**src/rtl/sync_fifo_module.sv**
```systemverilog
// Single-clock FIFO with occupancy count, programmable almost-full/empty
// thresholds, optional first-word-fall-through read and sticky error flags.
module sync_fifo_module #(
  parameter int unsigned DATA_WIDTH    = 8,
  parameter int unsigned ADDR_SIZE     = 4,
  parameter int unsigned AFULL_THRESH  = 12,
  parameter int unsigned AEMPTY_THRESH = 4,
  parameter bit          FWFT          = 1'b0
) (
  input  logic                  clk,
  input  logic                  rst,
  input  logic [DATA_WIDTH-1:0] wrt_data,
  input  logic                  wrt_ena,
  input  logic                  rd_ena,
  input  logic                  clr_err,
  output logic [DATA_WIDTH-1:0] rd_data,
  output logic                  wrt_full,
  output logic                  rd_empty,
  output logic                  almost_full,
  output logic                  almost_empty,
  output logic [ADDR_SIZE:0]    fill_count,
  output logic                  overflow,
  output logic                  underflow
);

  localparam int unsigned DEPTH = 1 << ADDR_SIZE;
  localparam int unsigned CW    = ADDR_SIZE + 1;

  // Threshold sanity checks, reported at elaboration.
  if (AFULL_THRESH < 1 || AFULL_THRESH > DEPTH) begin : g_afull_chk
    $error("sync_fifo_module: AFULL_THRESH %0d outside 1..%0d", AFULL_THRESH, DEPTH);
  end
  if (AEMPTY_THRESH > DEPTH - 1) begin : g_aempty_chk
    $error("sync_fifo_module: AEMPTY_THRESH %0d outside 0..%0d", AEMPTY_THRESH, DEPTH - 1);
  end

  logic [DATA_WIDTH-1:0] mem_q [DEPTH];
  logic [ADDR_SIZE-1:0]  wrt_addr_q, wrt_addr_d;
  logic [ADDR_SIZE-1:0]  rd_addr_q, rd_addr_d;
  logic [CW-1:0]         count_q, count_d;
  logic                  ovf_q, ovf_d;
  logic                  unf_q, unf_d;
  logic                  full_c, empty_c, wr_acc_c, rd_acc_c;

  assign full_c   = (count_q == CW'(DEPTH));
  assign empty_c  = (count_q == '0);
  assign wr_acc_c = wrt_ena && !full_c;
  assign rd_acc_c = rd_ena && !empty_c;

  // Next-state for pointers, occupancy and sticky errors (set beats clear).
  always_comb begin
    wrt_addr_d = wrt_addr_q;
    rd_addr_d  = rd_addr_q;
    count_d    = count_q;
    ovf_d      = (ovf_q && !clr_err) || (wrt_ena && full_c);
    unf_d      = (unf_q && !clr_err) || (rd_ena && empty_c);
    if (wr_acc_c) wrt_addr_d = wrt_addr_q + ADDR_SIZE'(1);
    if (rd_acc_c) rd_addr_d  = rd_addr_q + ADDR_SIZE'(1);
    case ({wr_acc_c, rd_acc_c})
      2'b10:   count_d = count_q + CW'(1);
      2'b01:   count_d = count_q - CW'(1);
      default: count_d = count_q;
    endcase
  end

  always_ff @(posedge clk or negedge rst) begin
    if (!rst) begin
      wrt_addr_q <= '0;
      rd_addr_q  <= '0;
      count_q    <= '0;
      ovf_q      <= 1'b0;
      unf_q      <= 1'b0;
    end else begin
      wrt_addr_q <= wrt_addr_d;
      rd_addr_q  <= rd_addr_d;
      count_q    <= count_d;
      ovf_q      <= ovf_d;
      unf_q      <= unf_d;
    end
  end

  // Storage is never reset; only accepted writes touch it.
  always_ff @(posedge clk) begin
    if (wr_acc_c) mem_q[wrt_addr_q] <= wrt_data;
  end

  if (FWFT) begin : g_fwft
    // Head word presented directly; forced to zero while empty.
    assign rd_data = empty_c ? '0 : mem_q[rd_addr_q];
  end else begin : g_std
    logic [DATA_WIDTH-1:0] rd_data_q;
    always_ff @(posedge clk or negedge rst) begin
      if (!rst)          rd_data_q <= '0;
      else if (rd_acc_c) rd_data_q <= mem_q[rd_addr_q];
    end
    assign rd_data = rd_data_q;
  end

  assign fill_count   = count_q;
  assign wrt_full     = full_c;
  assign rd_empty     = empty_c;
  assign almost_full  = (count_q >= CW'(AFULL_THRESH));
  assign almost_empty = (count_q <= CW'(AEMPTY_THRESH));
  assign overflow     = ovf_q;
  assign underflow    = unf_q;

endmodule

```
**config.mk**
```make
export PLATFORM = sky130hd
export DESIGN_NAME = sync_fifo_module
export DESIGN_NICKNAME = d
export VERILOG_FILES = /design/src/rtl/sync_fifo_module.sv
export SDC_FILE = /design/constraint.sdc
export NUM_CORES = 1
export LEC_CHECK = 0
export CAP_MARGIN = 40
export CORE_MARGIN = 2
export CORE_UTILIZATION = 55
export DETAILED_ROUTE_END_ITERATION = 16
export GPL_ROUTABILITY_DRIVEN = 0
export GPL_TIMING_DRIVEN = 1
export PLACE_DENSITY_LB_ADDON = 0.05
export SETUP_SLACK_MARGIN = 0.02
export SYNTH_ARGS = -nofsm -noshare
export SYNTH_HDL_FRONTEND = slang
export SYNTH_SLANG_ARGS = --single-unit
export TNS_END_PERCENT = 50
```
**constraint.sdc**
```tcl
create_clock -name clk -period 4 [get_ports clk]
set_input_delay 0.8 -clock clk [delete_from_list [all_inputs] [get_ports clk]]
set_output_delay 0.8 -clock clk [all_outputs]
set_load 0.01 [all_outputs]
```
Word-level counts from Yosys, hierarchy flattened --
Memory sizes are Yosys's and may differ from the RTL's. A register that Yosys moved wholly into a read port is not among the register bits. Cells that the tools add are included.
Word-level totals: bits in read-only memories 0, flip-flop bits (word level) 15, bits of input ports 13, memories 1, RAM bits 128, bits in latches 0, output and inout port bits 19, logic and storage cells 32
Memories:
- mem_q | words 16, width 8, rd ports 1, clocked after memory_dff 1, wr ports 1, line 37 | logic [DATA_WIDTH-1:0] mem_q [DEPTH];
Operators by class: magnitude comparators 2, reductions and logical operators 14, muxes and demuxes 3, div/mod/pow operators 0, add/sub/neg operators 4, bitwise operators 0, $mul 0, equality and inequality tests 3, shift-type cells 0
Operator list (count):
- 5-bit one-hot mux with 2 select lines | 1
- 4-bit by 1-bit adder with 4-bit output (second input constant) | 2
- 1-bit logical AND | 6
- 5-bit by 1-bit adder with 5-bit output (second input constant) | 1
- 5-bit == test (second input constant) | 1
- 5-bit by 4-bit >= comparator with 1-bit output (second input constant) | 1
- 5-bit by 3-bit <= comparator with 1-bit output (second input constant) | 1
- 5-bit zero test | 1
- 5-bit by 1-bit subtractor with 5-bit output (second input constant) | 1
- 1-bit zero test | 4
- 2-bit by 1-bit == test with 1-bit output (second input constant) | 1
- 2-bit == test (second input constant) | 1
- 1-bit logical OR | 2
- 1-bit two-way mux | 2
- 2-bit nonzero test | 1

Logic depth before layout (Yosys ltp) --
depth in word-level cells 5, mapped depth 13, mapped depth without buffers 10

Worst setup path after synthesis --
Ideal clock, no wire load.
kind register -> register, from register count_q[1], in the netlist fill_count[1], to register count_q[2], in the netlist fill_count[2], path buffers 3, setup time 0.134 ns, period minus slack after synthesis 2.767 ns, stages on the path, launching flop included 14, required time 3.866 ns, slack 1.233 ns, arrival 2.632 ns, path through dfrtp_1 buf_6 or4_4 o21ai_2 inv_2 buf_6 ha_1 clkbuf_1 xor2_1 ha_1 a21oi_1 xor2_1 nor2_1 xor2_1
On the way: longest elaborated chain between the ends 5, elaborated cells on any way between the ends 12, classes of those cells add/sub (2); eq/ne (3); mux (1); reduce/logical (6)
Ends and longest elaborated chain:
- start, declared | line 40 | logic [CW-1:0] count_q, count_d;
- start signal, assigned | line 76 | count_q <= count_d;
- 5-bit zero test * | line 46 | assign empty_c = (count_q == '0);
- 1-bit zero test * | line 48 | assign rd_acc_c = rd_ena && !empty_c;
- 1-bit logical AND * | line 48
- net rd_acc_c | line 43 | logic full_c, empty_c, wr_acc_c, rd_acc_c;
- 2-bit by 1-bit == test with 1-bit output / 2-bit == test (equally long branches) | line 59 | case ({wr_acc_c, rd_acc_c})
- 5-bit one-hot mux with 2 select lines / 2-bit nonzero test (equally long branches)
Mark *: on every way through the listed nets, which the timed path passes. The rest lies on a longest branch. A chain may end at the register's enable or synchronous reset.

Final worst setup path --
from register count_q[1], in the netlist fill_count[1], to register count_q[2], in the netlist fill_count[2]
On the way: longest elaborated chain between the ends 5, elaborated cells on any way between the ends 12, classes of those cells add/sub (2); eq/ne (3); mux (1); reduce/logical (6)
Ends and longest elaborated chain (line):
- 5-bit == test / 5-bit zero test (equally long branches) | 45, 46
- 1-bit zero test, on equally long branches | 47, 48
- 1-bit logical AND, on equally long branches | 47, 48
- 2-bit by 1-bit == test with 1-bit output / 2-bit == test (equally long branches) | 59
- 5-bit one-hot mux with 2 select lines / 2-bit nonzero test (equally long branches)
Parallel ways exist; a longest one is shown, timed or not.

==> impl_results.md <==
* Clock Power Share at 29.1%
* Flop pwr share at 43.3%
* WL/cell at 23.3 microns
* Nets at 399
* DR vias at 3,121
* Mean Syn Cell Area at 18.9 sq um
* DRC errors left at 0
* N_diodes at 0
* Leak pwr at 2.54 nW
* Fraction of layout cells with a size suffix above 1 at 22.0%
* CP Capture Type: register
* # rows at 38
* R2R setup slack at 0.74 ns
* Sw Share at 30.3%
* Ys async rst share at 15.2%
* First-pass GRT wire length at 19,100 microns
* Post-synth cell types at 43
* Int Power at 3.62 mW
* P&R area growth vs syn at 18.1%
* Worst slack, placed at 0.754 ns
* Antenna violations before repair at 0
* Synthesis-stage register bit count at 151
* CTS resizes at 0
* Skew-Pair Late Insertion Delay at 0.52 ns
* PortBufs at 31
* Die Wd at 110 microns
* Setup Total Neg Slack at 0 ns
* PwrDens at 710 nW/um^2
* Post-Syn Nets at 348
* Data required, critical path at 4.40 ns
* Final worst slack at 0.742 ns
* Setup-failing EPs final at 0
* Initial DRC Count at 223
* Post-synth EDFFs at 128
* Slew @ Worst Pin at 0.845 ns
* Startpoint types: register
* YS warnings at 0
* Total CTS buffers at 17
* Die area at 12,100 sq um
* Final hold violation count at 0
* Die height at 110 microns
* Final period utilization at 81.4%
* Hold WS at 0.519 ns
* Mapped Cells at 327
* CP max FO at 13
* # H-tree levels at 4
* Register area share after synthesis at 71.5%
* Initial cell density of the core at 56.8%
* WL final at 12,400 microns
* IO Pins at 32
* Postcts setup bufs at 0
* Hold Crit Class: register to register
* Routed vias/inst at 5.88
* CTS clock-pin slew for the worst setup and hold paths at 0.07 ns
* Max cap viols at 0
* Main synth FF type: edfxtp_1
* Logic pwr share at 27.6%
* 1st-pass router iterations at 4
* Pin count of the biggest net entering global routing at 19
* Sink Count at 151
* Design Power at 5.19 mW
* Slew Limit Headroom at 43.6%
* CP Data Arrival Time at 3.65 ns
* RSZ-0062 raised after global routing: no
* Final min period at 3.26 ns
* Vias in the first global route at 3,227
* CTS max path bufs at 2
* Synth Cell Area at 6180 sq um
* Max VDD drop at 365 uV
* Post-CTS Hold Fix Bufs at 0
* Core area at 10,900 sq um
* CTS tree: built
* Sw Pwr at 1.57 mW
* Skew final at 0.0106 ns
* Root Driver: clkbuf_8
* Setup CP Type: register to register
* Status: completed
* Fmax at 0.307 GHz
* DP HPWL at 8270 microns
* Total grt overflow at 0
* Antenna-violating nets left at 0
* Gr usage total at 23.0%
* Final Max Tran Viols at 0
-- layer usage --
metal	share of wire, %	global-route usage [%]	vias up
li1	-	-	1413
met1	42	32.6	1569
met2	50	35.8	125
met3	6.4	4.94	14
met4	1.1	7.87	0
met5	0	0	-
-- cells by family after synthesis --
| logic type | share of synthesized area, % |
|---|---|
| multiplexers | 14.3 |
| flip-flops | 71.5 |
| buffers and inverters | 2.55 |
| XOR/XNOR | 1.84 |
| adder cells (fa/ha/maj) | 1.62 |
| AO/OA/AOI/OAI | 3.66 |
| AND/OR/NAND/NOR | 4.57 |
-- metrics by stage --
step                instances  instance area (sq um)  utilization [%]
floorplan                 327                   6180                -
global placement          497                   6680             61.4
detailed placement        499                   6740             61.9
CTS                       531                   7300             67.1
global route              531                   7300             67.1
finish                    531                   7300             67.1
-- sequential cells by signal (all words and copies together), names as in the netlist --
| register | cells |
|---|---|
| fill_count | 5 |
| mem_q | 128 |
| underflow | 1 |
| rd_data | 8 |
| overflow | 1 |
| wrt_addr_q | 4 |
| rd_addr_q | 4 |
-- synth_stat cells, types with 3 or more instances --
cell type	instances	area share, %
a2111oi_1	5	0.81
a21oi_1	4	0.32
buf_1	3	0.18
buf_6	5	0.91
clkbuf_1	9	0.55
dfrtp_1	23	9.3
edfxtp_1	128	62
ha_1	8	1.6
inv_1	4	0.24
mux2_2	7	1.3
mux2i_1	4	0.65
mux4_1	12	5.1
mux4_2	20	7.3
nand2_1	11	0.67
nand2b_1	4	0.40
nor2_1	20	1.2
nor2b_1	7	0.71
nor3_1	5	0.40
o22ai_1	6	0.61
xnor2_1	7	0.99
xor2_1	6	0.85
-- worst paths after layout --
kind	to	cells past startpoint	startpoint
setup / recovery	fill_count[2]	10	fill_count[1]
hold / removal	overflow	1	overflow
setup reg to reg	fill_count[2]	10	fill_count[1]
hold reg to reg	overflow	1	overflow
max in group asynchronous	rd_data[2]	2	rst
min in group asynchronous	fill_count[3]	1	rst
-- critical path, cell delays in order, from the launching register on --
cell and delay (ns):
dfrtp_1 0.48, or4_4 0.60, o21ai_2 0.48, inv_2 0.26, ha_1 0.37, xor2_1 0.18
ha_1 0.23, a21oi_1 0.15, xor2_1 0.17, nor2_1 0.06, xor2_1 0.14
-- area by class of cell --
class / instances / area, sq um
Multi-Input combinational cell: 150 / 1610
Tap cell: 140 / 175
Clock inverter: 15 / 154
Sequential cell: 151 / 4420
Clock buffer: 17 / 414
Fill cell: 727 / 3580
Inverter: 5 / 18.8
Timing Repair Buffer: 53 / 515
-- layout by cell type (no fill, tap or decap), drive strengths merged, types with 2 or more instances in the layout --
cell / count
a2111oi: 6
a21oi: 4
a22o: 2
buf: 22
bufinv: 2
clkbuf: 17
clkdlybuf4s50: 31
clkinv: 9
clkinvlp: 2
dfrtp: 23
edfxtp: 128
ha: 8
inv: 7
mux2: 7
mux2i: 4
mux4: 32
nand2: 13
nand2b: 4
nand4: 2
nor2: 20
nor2b: 7
nor3: 5
nor4: 2
o21ai: 3
o221ai: 2
o22ai: 6
xnor2: 7
xor2: 6
-- power by group through the flow --
stage | logic, mW | clock network, mW | registers (mW)
6_report | 1.43 | 1.51 | 2.25
2_1_floorplan | 1.09 | 0 | 2.10
4_1_cts | 1.45 | 1.54 | 2.25
3_5_place_dp | 1.44 | 0 | 2.28
3_3_place_gp | 1.36 | 0 | 2.30
5_1_grt | 1.55 | 1.61 | 2.29
No activity file was read; power rests on OpenSTA's default activity.
